===== config.mk =====
export PLATFORM = sky130hd
export DESIGN_NAME = bure_alu_arb
export DESIGN_NICKNAME = d
export VERILOG_FILES = /design/src/rtl/bure_alu_arb_pkg.sv /design/src/rtl/bure_alu.sv /design/src/rtl/bure_alu_arb_rr.sv /design/src/rtl/bure_alu_arb.sv
export SDC_FILE = /design/constraint.sdc
export NUM_CORES = 1
export LEC_CHECK = 0
export CORE_UTILIZATION = 35
export CTS_BUF_LIST = sky130_fd_sc_hd__clkbuf_4 sky130_fd_sc_hd__clkbuf_8
export DETAILED_ROUTE_END_ITERATION = 12
export GPL_TIMING_DRIVEN = 0
export PLACE_DENSITY_LB_ADDON = 0.08
export SYNTH_ARGS = -nofsm -noshare
export SYNTH_HDL_FRONTEND = slang
export SYNTH_HIERARCHICAL = 1
export SYNTH_SLANG_ARGS = --single-unit

===== constraint.sdc =====
create_clock -name i_clk -period 7 [get_ports i_clk]
set_input_delay 1.05 -clock i_clk [delete_from_list [all_inputs] [get_ports i_clk]]
set_output_delay 1.05 -clock i_clk [all_outputs]
set_load 0.02 [all_outputs]

===== src/rtl/bure_alu_arb_pkg.sv =====
// Shared types and constants for the bure_alu_arb slice.
// The optional grant counters are enabled by the macro BURE_ALU_ARB_PERF_EN.
package bure_alu_arb_pkg;

   localparam int ARB_PORTS    = 2;
   localparam int PKG_DATA_W   = 32;
   localparam int PKG_TAG_W    = 5;

   // RISC-V style ALU operation selector (funct3 field)
   typedef enum logic [2:0] {
      F3_ADD  = 3'd0,
      F3_SLL  = 3'd1,
      F3_SLT  = 3'd2,
      F3_SLTU = 3'd3,
      F3_XOR  = 3'd4,
      F3_SR   = 3'd5,
      F3_OR   = 3'd6,
      F3_AND  = 3'd7
   } alu_f3_e;

   // One ALU request as presented by a requester (default widths)
   typedef struct packed {
      logic                  force_add;
      logic [2:0]            funct3;
      logic [6:0]            funct7;
      logic [PKG_DATA_W-1:0] lhs;
      logic [PKG_DATA_W-1:0] rhs;
      logic [PKG_TAG_W-1:0]  tag;
   } alu_req_t;

endpackage


===== src/rtl/bure_alu.sv =====
// Combinational integer ALU (RV32I register/immediate ops).
// funct7[5] selects SUB for ADD and SRA for the right shift; force_add overrides to ADD.
module bure_alu
   import bure_alu_arb_pkg::*;
#(
   parameter int DATA_WIDTH = 32
) (
   input  logic                  i_force_add,
   input  logic [2:0]            i_funct3,
   input  logic [6:0]            i_funct7,
   input  logic [DATA_WIDTH-1:0] i_lhs,
   input  logic [DATA_WIDTH-1:0] i_rhs,
   output logic [DATA_WIDTH-1:0] o_result
);

   localparam int SHW = $clog2(DATA_WIDTH);

   logic [SHW-1:0] w_shamt;
   logic           w_alt;
   logic [6+DATA_WIDTH-SHW-1:0] w_unused_bits;

   assign w_shamt       = i_rhs[SHW-1:0];
   assign w_alt         = i_funct7[5];
   assign w_unused_bits = {i_funct7[6], i_funct7[4:0], i_rhs[DATA_WIDTH-1:SHW]};

   // Operation select and evaluation
   always_comb begin
      o_result = '0;
      if (i_force_add) begin
         o_result = i_lhs + i_rhs;
      end else begin
         case (alu_f3_e'(i_funct3))
            F3_ADD:  o_result = w_alt ? (i_lhs - i_rhs) : (i_lhs + i_rhs);
            F3_SLL:  o_result = i_lhs << w_shamt;
            F3_SLT:  o_result = {{(DATA_WIDTH-1){1'b0}}, ($signed(i_lhs) < $signed(i_rhs))};
            F3_SLTU: o_result = {{(DATA_WIDTH-1){1'b0}}, (i_lhs < i_rhs)};
            F3_XOR:  o_result = i_lhs ^ i_rhs;
            F3_SR:   o_result = w_alt ? DATA_WIDTH'($signed(i_lhs) >>> w_shamt)
                                      : (i_lhs >> w_shamt);
            F3_OR:   o_result = i_lhs | i_rhs;
            F3_AND:  o_result = i_lhs & i_rhs;
            default: o_result = '0;
         endcase
      end
   end

endmodule


===== src/rtl/bure_alu_arb_rr.sv =====
// bure_rr_arb2: two-way round-robin grant with a last-grant pointer.
// The pointer moves only when the caller signals that the grant was taken.
module bure_rr_arb2
   import bure_alu_arb_pkg::*;
(
   input  logic                 i_clk,
   input  logic                 i_rst,
   input  logic [ARB_PORTS-1:0] i_req,
   input  logic                 i_advance,
   output logic [ARB_PORTS-1:0] o_gnt
);

   logic r_last;

   // Grant: a lone requester wins, on contention the port other than r_last wins
   always_comb begin
      o_gnt = '0;
      case (i_req)
         2'b01:   o_gnt = 2'b01;
         2'b10:   o_gnt = 2'b10;
         2'b11:   o_gnt = r_last ? 2'b01 : 2'b10;
         default: o_gnt = '0;
      endcase
   end

   // Last-grant pointer; resets to 1 so port 0 wins the first contention
   always_ff @(posedge i_clk) begin
      if (i_rst) begin
         r_last <= 1'b1;
      end else if (i_advance) begin
         r_last <= o_gnt[1];
      end
   end

endmodule


===== src/rtl/bure_alu_arb.sv =====
// bure_alu_arb: shares one bure_alu between two requesters with round-robin
// arbitration and a single registered response stage.
// Optional grant counters are built when BURE_ALU_ARB_PERF_EN is defined.
module bure_alu_arb
   import bure_alu_arb_pkg::*;
#(
   parameter int DATA_WIDTH = 32,
   parameter int TAG_WIDTH  = 5,
   parameter int CNT_WIDTH  = 16
) (
   input  logic                  i_clk,
   input  logic                  i_rst,
   input  logic                  i_req0_valid,
   output logic                  o_req0_ready,
   input  logic                  i_req0_force_add,
   input  logic [2:0]            i_req0_funct3,
   input  logic [6:0]            i_req0_funct7,
   input  logic [DATA_WIDTH-1:0] i_req0_lhs,
   input  logic [DATA_WIDTH-1:0] i_req0_rhs,
   input  logic [TAG_WIDTH-1:0]  i_req0_tag,
   input  logic                  i_req1_valid,
   output logic                  o_req1_ready,
   input  logic                  i_req1_force_add,
   input  logic [2:0]            i_req1_funct3,
   input  logic [6:0]            i_req1_funct7,
   input  logic [DATA_WIDTH-1:0] i_req1_lhs,
   input  logic [DATA_WIDTH-1:0] i_req1_rhs,
   input  logic [TAG_WIDTH-1:0]  i_req1_tag,
   output logic                  o_rsp_valid,
   input  logic                  i_rsp_ready,
   output logic [DATA_WIDTH-1:0] o_rsp_data,
   output logic                  o_rsp_id,
   output logic [TAG_WIDTH-1:0]  o_rsp_tag,
   output logic [CNT_WIDTH-1:0]  o_gnt_cnt0,
   output logic [CNT_WIDTH-1:0]  o_gnt_cnt1
);

   logic [ARB_PORTS-1:0]  w_req;
   logic [ARB_PORTS-1:0]  w_gnt;
   logic                  w_stage_free;
   logic                  w_accept;
   logic                  w_sel;
   logic                  w_force_add;
   logic [2:0]            w_funct3;
   logic [6:0]            w_funct7;
   logic [DATA_WIDTH-1:0] w_lhs;
   logic [DATA_WIDTH-1:0] w_rhs;
   logic [TAG_WIDTH-1:0]  w_tag;
   logic [DATA_WIDTH-1:0] w_result;

   logic                  r_rsp_valid;
   logic [DATA_WIDTH-1:0] r_rsp_data;
   logic                  r_rsp_id;
   logic [TAG_WIDTH-1:0]  r_rsp_tag;

   assign w_req        = {i_req1_valid, i_req0_valid};
   assign w_stage_free = !r_rsp_valid || i_rsp_ready;
   // Readies are suppressed during reset so nothing is accepted into a stage being cleared
   assign o_req0_ready = w_stage_free && w_gnt[0] && !i_rst;
   assign o_req1_ready = w_stage_free && w_gnt[1] && !i_rst;
   // A grant is only ever issued to a valid port, so ready alone implies accept
   assign w_accept     = o_req0_ready || o_req1_ready;
   assign w_sel        = w_gnt[1];

   bure_rr_arb2 u_arb (
      .i_clk     (i_clk),
      .i_rst     (i_rst),
      .i_req     (w_req),
      .i_advance (w_accept),
      .o_gnt     (w_gnt)
   );

   // Operand mux driven from the granted port (port 0 when nothing is granted)
   always_comb begin
      w_force_add = i_req0_force_add;
      w_funct3    = i_req0_funct3;
      w_funct7    = i_req0_funct7;
      w_lhs       = i_req0_lhs;
      w_rhs       = i_req0_rhs;
      w_tag       = i_req0_tag;
      if (w_sel) begin
         w_force_add = i_req1_force_add;
         w_funct3    = i_req1_funct3;
         w_funct7    = i_req1_funct7;
         w_lhs       = i_req1_lhs;
         w_rhs       = i_req1_rhs;
         w_tag       = i_req1_tag;
      end
   end

   bure_alu #(
      .DATA_WIDTH (DATA_WIDTH)
   ) u_alu (
      .i_force_add (w_force_add),
      .i_funct3    (w_funct3),
      .i_funct7    (w_funct7),
      .i_lhs       (w_lhs),
      .i_rhs       (w_rhs),
      .o_result    (w_result)
   );

   // Response stage: load on accept, drain when consumed, hold under backpressure
   always_ff @(posedge i_clk) begin
      if (i_rst) begin
         r_rsp_valid <= 1'b0;
         r_rsp_data  <= '0;
         r_rsp_id    <= 1'b0;
         r_rsp_tag   <= '0;
      end else if (w_accept) begin
         r_rsp_valid <= 1'b1;
         r_rsp_data  <= w_result;
         r_rsp_id    <= w_sel;
         r_rsp_tag   <= w_tag;
      end else if (i_rsp_ready) begin
         r_rsp_valid <= 1'b0;
      end
   end

   assign o_rsp_valid = r_rsp_valid;
   assign o_rsp_data  = r_rsp_data;
   assign o_rsp_id    = r_rsp_id;
   assign o_rsp_tag   = r_rsp_tag;

`ifdef BURE_ALU_ARB_PERF_EN
   logic [CNT_WIDTH-1:0] r_gnt_cnt0;
   logic [CNT_WIDTH-1:0] r_gnt_cnt1;

   // Saturating per-port accept counters
   always_ff @(posedge i_clk) begin
      if (i_rst) begin
         r_gnt_cnt0 <= '0;
         r_gnt_cnt1 <= '0;
      end else begin
         if (o_req0_ready && (r_gnt_cnt0 != '1)) begin
            r_gnt_cnt0 <= r_gnt_cnt0 + CNT_WIDTH'(1);
         end
         if (o_req1_ready && (r_gnt_cnt1 != '1)) begin
            r_gnt_cnt1 <= r_gnt_cnt1 + CNT_WIDTH'(1);
         end
      end
   end

   assign o_gnt_cnt0 = r_gnt_cnt0;
   assign o_gnt_cnt1 = r_gnt_cnt1;
`else
   assign o_gnt_cnt0 = '0;
   assign o_gnt_cnt1 = '0;
`endif

endmodule


==> results.md <==
* Pint at 0.001011 W
* GRT overflow at 0
* DP Cell Count at 2317
* RSZ-0062 raised after global routing: false
* Initial antenna violation count at 1
* Hold Startpoint: o_rsp_data[17]$_SDFFE_PP0P_
* Row count at between 60 and 70
* Measured slew at the worst slew-check pin at 1.044 ns
* Clk_skew at 0.01007 ns
* Slew Limit Fails at 0
* Power per cell area at between 150 and 200 mW/mm^2
* Initial DRT Pass Iterations at 10
* RR Startpoint: u_arb/r_last$_SDFFE_PP1P_
* CP startpoint kind: primary input
* Chip width at between 150 and 200 um
* Combinational share of power at 81.2%
* Area Growth Syn to Fin at 23.62%
* Avg Cell Area, Syn at around 7 sq um
* Final HPWL DP at 50520 um
* Total CTS buffers at 5
* First-pass GRT wire length at 88770 um
* Starting Density at a little over a third
* Nature of the critical path endpoint: register
* Hold Crit Class: reg -> reg
* Failing checks: design-rule violations
* Reg2Reg Capture Point: o_rsp_data[19]$_SDFFE_PP0P_
* Final std cell area, no fill at ~0.014 sq mm
* Mapped Cells at 1651
* Post-route ant nets at 0
* Final period util at 96.84%
* Critical path class: in -> reg
* RD Place Congestion at 1.026
* CTS tree: built
* CP Data Arrival Time at approximately 7 ns
* Final hold vios at 0
* Slew headroom at 30.22%
* Highest clock rate at between 100 and 150 MHz
* Cell Count, Final, Fillers Out at 2326
* Die Area at approximately 0.034 sq mm
* Final hold slack at around 0.5 ns
* Fillers at 3519
* Leakage at 5.960 nW
* Synth Warn # at 6
* Setup violators final at 0
* Crit path time final at 6.779 ns
* Via/cell ratio at about 6
* Clock Tree Root: clkbuf_8
* Hold Path Sink: o_rsp_data[17]$_SDFFE_PP0P_
* CTS Buffer Depth at 2
* Critical path required time at 7.24 ns
* Routed vias at 14300
* Worst R2R Setup Slack at 1.14 ns
* Share of cells above drive strength 1 at 13.22%
* Placed Area at around 0.014 sq mm
* CTS H-tree lvls at 2
* NetSw at between 0.001 and 0.0015 W
* Nets at 2147
* DR iter-0 viols at 1791
* Hold Path Cell Cnt at 2
* Sink Count at 40
* Clock latency on the worst-skew pair at 0.30 ns
* Max-cap violation count at 0
* Crit path max fanout at 17
* Worst-path clk slew at 0.07 ns
* Sequential share of power at 12.0%
* Chip height at between 150 and 200 um
* Synthesized cell area at 0.01155 sq mm
* R2R depth at 19
* Area of the core at 0.03254 sq mm
* Post-route DRC violation count at 4
* Port Buffers at about 190
* Total track usage at a little over a third
* Vias in the first global route at 13250
* Clock power share at between 6 and 7%
* Ports at 238
* Max VDD drop at 69.37 uV
* Total wire length at 61860 um
* Switching Share at 56.33%
* Status: complete, but fails checks
* Routed WL per cell at 26.59 um
* Utilization after layout at 43.90%
* Largest net degree at the start of global routing at 18
## routing by layer
metal / GRT usage [%] / share of wire (%) / vias up
met2: 54.97 / 42 / 910
li1: - / - / 6452
met4: 13.83 / 4.5 / 0
met1: 49.02 / 43 / 6792
met3: 6.775 / 10 / 141
met5: 0 / 0 / -
## worst max-delay path, cell delays in order
cell and delay (ns):
clkdlybuf4s50_1 0.46, a21boi_1 0.24, buf_4 0.34, buf_2 0.30, mux2_2 0.24, buf_2 0.29
clkinv_2 0.42, clkbuf_2 0.44, ha_1 0.42, o21bai_1 0.23, o211ai_1 0.18, a2111oi_2 0.61
o31ai_4 0.24, o31ai_2 0.41, a21o_1 0.20, xnor2_1 0.12, o22ai_1 0.10, a221oi_1 0.46
nand4_1 0.14, nand2_1 0.08
## flip-flops by register name (all words and copies together) (netlist names)
signal	flops
u_arb/r_last	1
o_rsp_tag	5
o_rsp_valid	1
o_rsp_id	1
o_rsp_data	32
## repair_timing
item,in CTS,in global routing
buffers inserted,0,4
endpoints found under the setup margin,21,7
hold buffers,0,0
resized for setup,5,8
## power by group through the flow
stage	clock [W]	combinational (W)	sequential, W
after floorplan	0	0.00109	0.000322
after global placement	0	0.00181	0.000283
after detailed placement	0	0.00181	0.000284
after CTS	0.000158	0.00182	0.000279
after global routing	0.000170	0.00198	0.000282
final	0.000156	0.00188	0.000279
## stage by stage
step	worst slack, ns	total power [W]	setup TNS [ns]
6_report	0.2209	0.002315	0
4_1_cts	0.001009	0.002252	0
2_1_floorplan	1.452	0.001417	0
5_1_grt	0.007866	0.002435	0
3_3_place_gp	-0.9833	0.002096	-12.61
3_5_place_dp	-0.9475	0.002090	-11.26
## how the worst max path moves through the flow
stage	startpoint	end	slack, ns	cells past startpoint
2_1_floorplan	i_req1_valid	o_rsp_data[19]$_SDFFE_PP0P_	1.45	20
4_1_cts	i_req1_valid	o_rsp_data[19]$_SDFFE_PP0P_	0.001	21
6_report	i_req1_valid	o_rsp_data[19]$_SDFFE_PP0P_	0.22	20
5_1_grt	i_req1_valid	o_rsp_data[19]$_SDFFE_PP0P_	0.008	20
3_5_place_dp	i_req1_valid	o_rsp_data[19]$_SDFFE_PP0P_	-0.95	21
3_3_place_gp	i_req1_valid	o_rsp_data[19]$_SDFFE_PP0P_	-0.98	21
## area by class of cell
cell class                 count  area (sq um)  share of cell area (%)
antenna                        1         2.502                 0.01752
buffer                       170         850.8                   5.957
clock buffer                   6         76.32                  0.5343
clock inverter                 1         5.005                 0.03504
inverter                     103         394.1                   2.759
multi-input combinational   1366          9639                   67.48
sequential                    40         800.8                   5.606
tap                          442         553.0                   3.872
timing repair buffer         197          1962                   13.74
## cell usage in the layout, fill, tap and decap left out, types with 17 or more instances in the layout
master	count
clkdlybuf4s50_1	193
nand2_1	170
a21oi_1	162
nor2_1	159
o21ai_0	119
mux2_2	98
inv_1	97
ha_1	97
mux2i_1	75
clkbuf_1	67
o211ai_1	62
buf_2	45
buf_4	40
dfxtp_1	40
nand4_1	35
conb_1	32
a211oi_1	28
a221oi_1	22
xnor2_1	19
mux4_2	19
a31oi_1	17
Power figures use the tool's default switching activity.
